**config.mk**
```make
export PLATFORM = sky130hd
export DESIGN_NAME = serial_detect_scheduler_flat
export DESIGN_NICKNAME = d
export VERILOG_FILES = /design/src/rtl/serial_detect_pkg.sv /design/src/rtl/serial_detect_scheduler_if.sv /design/src/rtl/pair_detect_core.sv /design/src/rtl/serial_detect_scheduler.sv /design/src/flat_wrapper.sv
export SDC_FILE = /design/constraint.sdc
export NUM_CORES = 1
export LEC_CHECK = 0
export ABC_CLOCK_PERIOD_IN_PS = 2400
export CAP_MARGIN = 20
export CORE_ASPECT_RATIO = 1.25
export CORE_MARGIN = 4
export CORE_UTILIZATION = 49
export CTS_BUF_LIST = sky130_fd_sc_hd__clkbuf_8
export DETAILED_ROUTE_END_ITERATION = 7
export GPL_TIMING_DRIVEN = 0
export PLACE_DENSITY = 0.87
export SLEW_MARGIN = 20
export SYNTH_ARGS = -nofsm -noshare
export SYNTH_HDL_FRONTEND = slang
export SYNTH_SLANG_ARGS = --single-unit
```
**constraint.sdc**
```tcl
create_clock -name clk -period 2.4 [get_ports clk]
set_clock_uncertainty 0.2 [all_clocks]
set_input_delay 0.24 -clock clk [delete_from_list [all_inputs] [get_ports clk]]
set_output_delay 0.24 -clock clk [all_outputs]
set_load 0.01 [all_outputs]
```
**src/rtl/serial_detect_pkg.sv**
```systemverilog
// Shared types and default sizing for the serial "11" detector scheduler.
package serial_detect_pkg;
    localparam int NCH_DEF = 4;
    localparam int W_DEF   = 8;

    typedef enum logic [1:0] {IDLE, SHIFT, RESP} state_t;
endpackage

```
**src/rtl/serial_detect_scheduler_if.sv**
```systemverilog
// Request/result handshake bundle between requesters, the scheduler and downstream.
interface serial_detect_scheduler_if
    import serial_detect_pkg::*;
#(
    parameter int NCH = NCH_DEF,
    parameter int W   = W_DEF
);
    localparam int CW  = $clog2(W);
    localparam int IDW = $clog2(NCH);

    logic [NCH-1:0]   req_valid;
    logic [NCH*W-1:0] req_data;
    logic [NCH-1:0]   req_ready;
    logic             res_valid;
    logic [IDW-1:0]   res_ch;
    logic [CW-1:0]    res_count;
    logic             res_ready;

    modport master (
        output req_valid, req_data, res_ready,
        input  req_ready, res_valid, res_ch, res_count
    );

    modport slave (
        input  req_valid, req_data, res_ready,
        output req_ready, res_valid, res_ch, res_count
    );
endinterface

```
**src/rtl/pair_detect_core.sv**
```systemverilog
// Bit-serial Mealy detector for adjacent "11"; hit is combinational on the current bit.
module pair_detect_core (
    input  logic clk,
    input  logic rst,
    input  logic clr,
    input  logic en,
    input  logic din,
    output logic hit
);
    logic prev_one_reg;

    always_ff @(posedge clk) begin
        if (rst || clr) begin
            prev_one_reg <= 1'b0;
        end else if (en) begin
            prev_one_reg <= din;
        end
    end

    assign hit = en & din & prev_one_reg;
endmodule

```
**src/rtl/serial_detect_scheduler.sv**
```systemverilog
// Round-robin time-sharing of one serial "11" detector among NCH word requesters.
module serial_detect_scheduler
    import serial_detect_pkg::*;
#(
    parameter int NCH = NCH_DEF,
    parameter int W   = W_DEF
) (
    input  logic                        clk,
    input  logic                        rst,
    serial_detect_scheduler_if.slave    bus,
    output logic                        busy
);
    localparam int CW  = $clog2(W);
    localparam int IDW = $clog2(NCH);

    state_t         state_reg, state_next;
    logic [W-1:0]   word_reg, word_next;
    logic [IDW-1:0] ch_reg, ch_next;
    logic [CW-1:0]  bit_cnt_reg, bit_cnt_next;
    logic [CW-1:0]  count_reg, count_next;
    logic [IDW-1:0] res_ch_reg, res_ch_next;
    logic [CW-1:0]  res_count_reg, res_count_next;
    logic           res_valid_reg, res_valid_next;
    logic [IDW-1:0] last_grant_reg, last_grant_next;

    logic [W-1:0]   word_arr [NCH];
    logic           grant_en;
    logic [IDW-1:0] grant_idx;
    logic           det_clr, det_en, det_hit;

    // First valid channel after the last one served, wrapping modulo NCH.
    function automatic logic [IDW-1:0] rr_pick(input logic [NCH-1:0] valid,
                                               input logic [IDW-1:0] last);
        logic [IDW-1:0] pick;
        logic           found;
        int             idx;
        pick  = last;
        found = 1'b0;
        for (int i = 1; i <= NCH; i++) begin
            idx = (int'(last) + i) % NCH;
            if (!found && valid[IDW'(idx)]) begin
                pick  = IDW'(idx);
                found = 1'b1;
            end
        end
        return pick;
    endfunction

    assign grant_en  = (state_reg == IDLE) && (|bus.req_valid) && !rst;
    assign grant_idx = rr_pick(bus.req_valid, last_grant_reg);

    generate
        for (genvar gi = 0; gi < NCH; gi++) begin : g_ch
            assign word_arr[gi]      = bus.req_data[gi*W +: W];
            assign bus.req_ready[gi] = grant_en && (grant_idx == IDW'(gi));
        end
    endgenerate

    pair_detect_core u_core (
        .clk (clk),
        .rst (rst),
        .clr (det_clr),
        .en  (det_en),
        .din (word_reg[W-1]),
        .hit (det_hit)
    );

    always_comb begin
        state_next      = state_reg;
        word_next       = word_reg;
        ch_next         = ch_reg;
        bit_cnt_next    = bit_cnt_reg;
        count_next      = count_reg;
        res_ch_next     = res_ch_reg;
        res_count_next  = res_count_reg;
        res_valid_next  = res_valid_reg;
        last_grant_next = last_grant_reg;
        det_clr         = 1'b0;
        det_en          = 1'b0;
        case (state_reg)
            IDLE: begin
                if (grant_en) begin
                    word_next    = word_arr[grant_idx];
                    ch_next      = grant_idx;
                    bit_cnt_next = CW'(W - 1);
                    count_next   = '0;
                    det_clr      = 1'b1;
                    state_next   = SHIFT;
                end
            end
            SHIFT: begin
                det_en       = 1'b1;
                word_next    = {word_reg[W-2:0], 1'b0};
                count_next   = count_reg + CW'(det_hit);
                bit_cnt_next = bit_cnt_reg - 1'b1;
                if (bit_cnt_reg == '0) begin
                    res_count_next = count_reg + CW'(det_hit);
                    res_ch_next    = ch_reg;
                    res_valid_next = 1'b1;
                    state_next     = RESP;
                end
            end
            RESP: begin
                if (bus.res_ready) begin
                    res_valid_next  = 1'b0;
                    last_grant_next = res_ch_reg;
                    state_next      = IDLE;
                end
            end
            default: state_next = IDLE;
        endcase
    end

    always_ff @(posedge clk) begin
        if (rst) begin
            state_reg      <= IDLE;
            word_reg       <= '0;
            ch_reg         <= '0;
            bit_cnt_reg    <= '0;
            count_reg      <= '0;
            res_ch_reg     <= '0;
            res_count_reg  <= '0;
            res_valid_reg  <= 1'b0;
            last_grant_reg <= IDW'(NCH - 1);
        end else begin
            state_reg      <= state_next;
            word_reg       <= word_next;
            ch_reg         <= ch_next;
            bit_cnt_reg    <= bit_cnt_next;
            count_reg      <= count_next;
            res_ch_reg     <= res_ch_next;
            res_count_reg  <= res_count_next;
            res_valid_reg  <= res_valid_next;
            last_grant_reg <= last_grant_next;
        end
    end

    assign bus.res_valid = res_valid_reg;
    assign bus.res_ch    = res_ch_reg;
    assign bus.res_count = res_count_reg;
    assign busy          = (state_reg != IDLE);
endmodule

```
**src/flat_wrapper.sv**
```systemverilog
// flat-port wrapper written by rule: the top's interface ports become plain ports
module serial_detect_scheduler_flat import serial_detect_pkg::*;
#(
    parameter int NCH = NCH_DEF,
    parameter int W   = W_DEF
)
  (clk, rst, busy, bus_req_valid, bus_req_data, bus_res_ready, bus_req_ready, bus_res_valid, bus_res_ch, bus_res_count);
  serial_detect_scheduler_if #(.NCH(NCH), .W(W)) bus_i ();
  input  logic clk;
  input  logic rst;
  output logic busy;
  input wire logic [$bits(bus_i.req_valid)-1:0] bus_req_valid;
  input wire logic [$bits(bus_i.req_data)-1:0] bus_req_data;
  input wire logic [$bits(bus_i.res_ready)-1:0] bus_res_ready;
  output wire logic [$bits(bus_i.req_ready)-1:0] bus_req_ready;
  output wire logic [$bits(bus_i.res_valid)-1:0] bus_res_valid;
  output wire logic [$bits(bus_i.res_ch)-1:0] bus_res_ch;
  output wire logic [$bits(bus_i.res_count)-1:0] bus_res_count;
  assign bus_i.req_valid = bus_req_valid;
  assign bus_i.req_data = bus_req_data;
  assign bus_i.res_ready = bus_res_ready;
  assign bus_req_ready = bus_i.req_ready;
  assign bus_res_valid = bus_i.res_valid;
  assign bus_res_ch = bus_i.res_ch;
  assign bus_res_count = bus_i.res_count;
  serial_detect_scheduler #(.NCH(NCH), .W(W)) u_core (.clk(clk), .rst(rst), .bus(bus_i), .busy(busy));
endmodule
```
==> out/qor.yml <==
num_rows: 23
nets: 266
irDropWorstVdd_uv: 561
finalSetupViolCount: 0
largest_register_ffs: 8
place_ws_ps: -375
htree_levels: 1
drive_gt1_share_pct: 24.8
pwr_density_cell_nw_per_um2: 558
wl_met1_um: 1630
yosysSeqAreaShare_pct: 32.0
grt_usage_pct: 17.6
startpoint: "u_core.state_reg[0]"
routed_wl_um: 3700
maxUsedRoutingLayer: "met4"
ff2ff_path_depth: 8
drc: 0
rrSetupSlack_ps: 450
r2r-end: "u_core.count_reg[2]"
avgSynthCellArea_um2: 9.94
syn_area_um2: 1690
cap_violations: 0
crit_path_max_incr_delay_ps: 390
antenna_found_initial: 0
n_antenna_cell: 0
worst_setup_path_start_kind: "flip-flop"
met3_length_um: 196
cts_tree: "built"
synthDistinctLibCells: 46
first_iter_violations: 33
postRouteAntennaNets: 0
max_clock_freq_ghz: 0.427
post_drt_wl_per_cell_um: 14.3
r2r_start: "u_core.state_reg[0]"
portBuffers: 48
layout_setup_ws_ps: 58.0
synth_seq_cells: 27
yosysWarnings: 0
die_area_um2: 4460
synth_edf_count: 0
cts_hold_buf: 0
grt_max_degree: 18
dp_hpwl_um: 2930
grt_pass1_vias: 1378
viasPerCell: 5.55
worstPathArrival_ps: 1900
cts_buffers: 3
syn_inst: 170
final_cell_mix: "clkdlybuf4s50_1 (40), dfxtp_1 (24), and3_1 (17)"
rsz0062_at_grt: "false"
status: "finished clean"
ios: 50
clk_latency_ps: 280
dp.cells: 255
crit_fanout: 10
leakage_nw: 0.858
layout_commonest_cell: "clkdlybuf4s50_1"
grt-ovfl-total: 0
firstDrtPassIters: 4
async_flop_share_pct: 0
cp_cell_sequence: "or2_4 -> or3_4 -> buf_6 -> nor3_1 -> clkdlybuf4s15_2"
vias: 1437
die_h_um: 73.6
cp_slowest_cell: "or3_4"
stdcell_count: 259
initial_core_util_pct: 51.9
grt_first_pass_wirelength_um: 6080
routabilityCongestion: 0.763
core_area_um2: 3250
tightest_slew_ps: 603
wl_met2_um: 1820
clkTransAtPathRegs_ps: 100
hp-class: "input pin to flip-flop"
cts_buffer_depth: 2
end_kind: "output port"
criticalPathCategory: "flip-flop to output port"
cp-endpoint: "bus_req_ready[0]"
post-route-min-period_ps: 2340
root_buffer: "clkbuf_8"
utilization_pct: 69.6
cp.required_ps: 1960
syn_to_final_growth_pct: 33.9
finalMaxSlewViolations: 0
clock-sinks: 27
p_total_mw: 1.26
synthFlopType: "dfxtp_1"
hold_viol_final: 0
syn-num-nets: 213
whs_path_depth: 2
die_w_um: 60.5
slew-limit-headroom_pct: 59.8
fin_crit_sh_pct: 97.6
[Yosys cell counts, types with 2 or more instances]
cell | n | area, um^2
nand2_1 | 4 | 15.0
o32ai_2 | 6 | 97.6
buf_1 | 2 | 7.51
nand3b_1 | 3 | 22.5
nor2_1 | 15 | 56.3
a211oi_2 | 15 | 188
mux2i_1 | 5 | 50.1
ha_1 | 4 | 50.1
nor3_1 | 7 | 35.0
a21oi_1 | 6 | 30.0
a22oi_1 | 7 | 52.6
nor2_2 | 2 | 12.5
clkbuf_1 | 2 | 7.51
and3_1 | 17 | 106
buf_6 | 5 | 56.3
nand3_1 | 2 | 10.0
inv_1 | 5 | 18.8
a211oi_1 | 5 | 37.5
dfxtp_1 | 27 | 541
o21ai_0 | 2 | 10.0
nand2b_1 | 4 | 25.0
[worst min-delay path by stage]
stage	start	to	slack [ps]
after floorplan	bus_res_ready	u_core.state_reg[1]	230
after CTS	rst	u_core.last_grant_reg[1]	190
after global routing	rst	u_core.ch_reg[0]	210
after detailed placement	u_core.bit_cnt_reg[0]	u_core.bit_cnt_reg[0]	260
after global placement	u_core.bit_cnt_reg[0]	u_core.bit_cnt_reg[0]	260
final	rst	u_core.last_grant_reg[1]	190
[critical path, delay by kind of cell (launching register included)]
| kind | cells | cell delay, ps |
|---|---|---|
| buf+inv | 2 | 410 |
| flops | 1 | 360 |
| simple gates | 3 | 850 |
[logic make-up (layout without fill, tap and decap cells)]
logic type | count (synthesis) | in the layout | synth area share (%)
compound gates | 51 | 51 | 31.6
xor+xnor | 2 | 2 | 1.04
fa+ha+maj | 4 | 4 | 2.96
buf+inv | 16 | 68 | 6.07
flops | 27 | 27 | 32.0
mux | 5 | 5 | 2.96
simple gates | 65 | 65 | 23.4
[per-layer routing]
layer | track usage [%] | vias to the layer above
met1 | 22.1 | 648
met2 | 29.2 | 42
met5 | 0 | -
li1 | - | 742
met3 | 3.16 | 5
met4 | 6.99 | 0
[repair_timing]
action	CTS	global route
setup buffers	0	1
pin swaps	0	1
setup endpoints to repair	4	8
gates resized for setup	10	12
[power breakdown]
part | total, mW | leakage [nW] | internal (mW) | switching [mW]
clock | 0.274 | 0.0261 | 0.122 | 0.152
sequential | 0.542 | 0.222 | 0.504 | 0.0371
combinational | 0.447 | 0.610 | 0.227 | 0.219
[layout make-up]
cell class | count | area, um^2
plain buffers | 10 | 80.1
clock buffers | 3 | 41.3
clock inverters | 1 | 8.76
fillers | 244 | 990
inverters | 5 | 18.8
multi-input cells | 127 | 1050
flip-flops and latches | 27 | 544
well taps | 37 | 46.3
repair buffers | 49 | 477
[per-stage QoR]
| stage | hold slack, ps | TNS [ps] | instance area (um^2) |
|---|---|---|---|
| 3_5_place_dp | 263 | -1340 | 2220 |
| 3_3_place_gp | 258 | -1340 | 2220 |
| 5_1_grt | 212 | 0 | 2260 |
| 2_1_floorplan | 226 | 0 | 1690 |
| 6_report | 193 | 0 | 2260 |
| 4_1_cts | 188 | 0 | 2260 |
(Power assumes the default switching activity.)
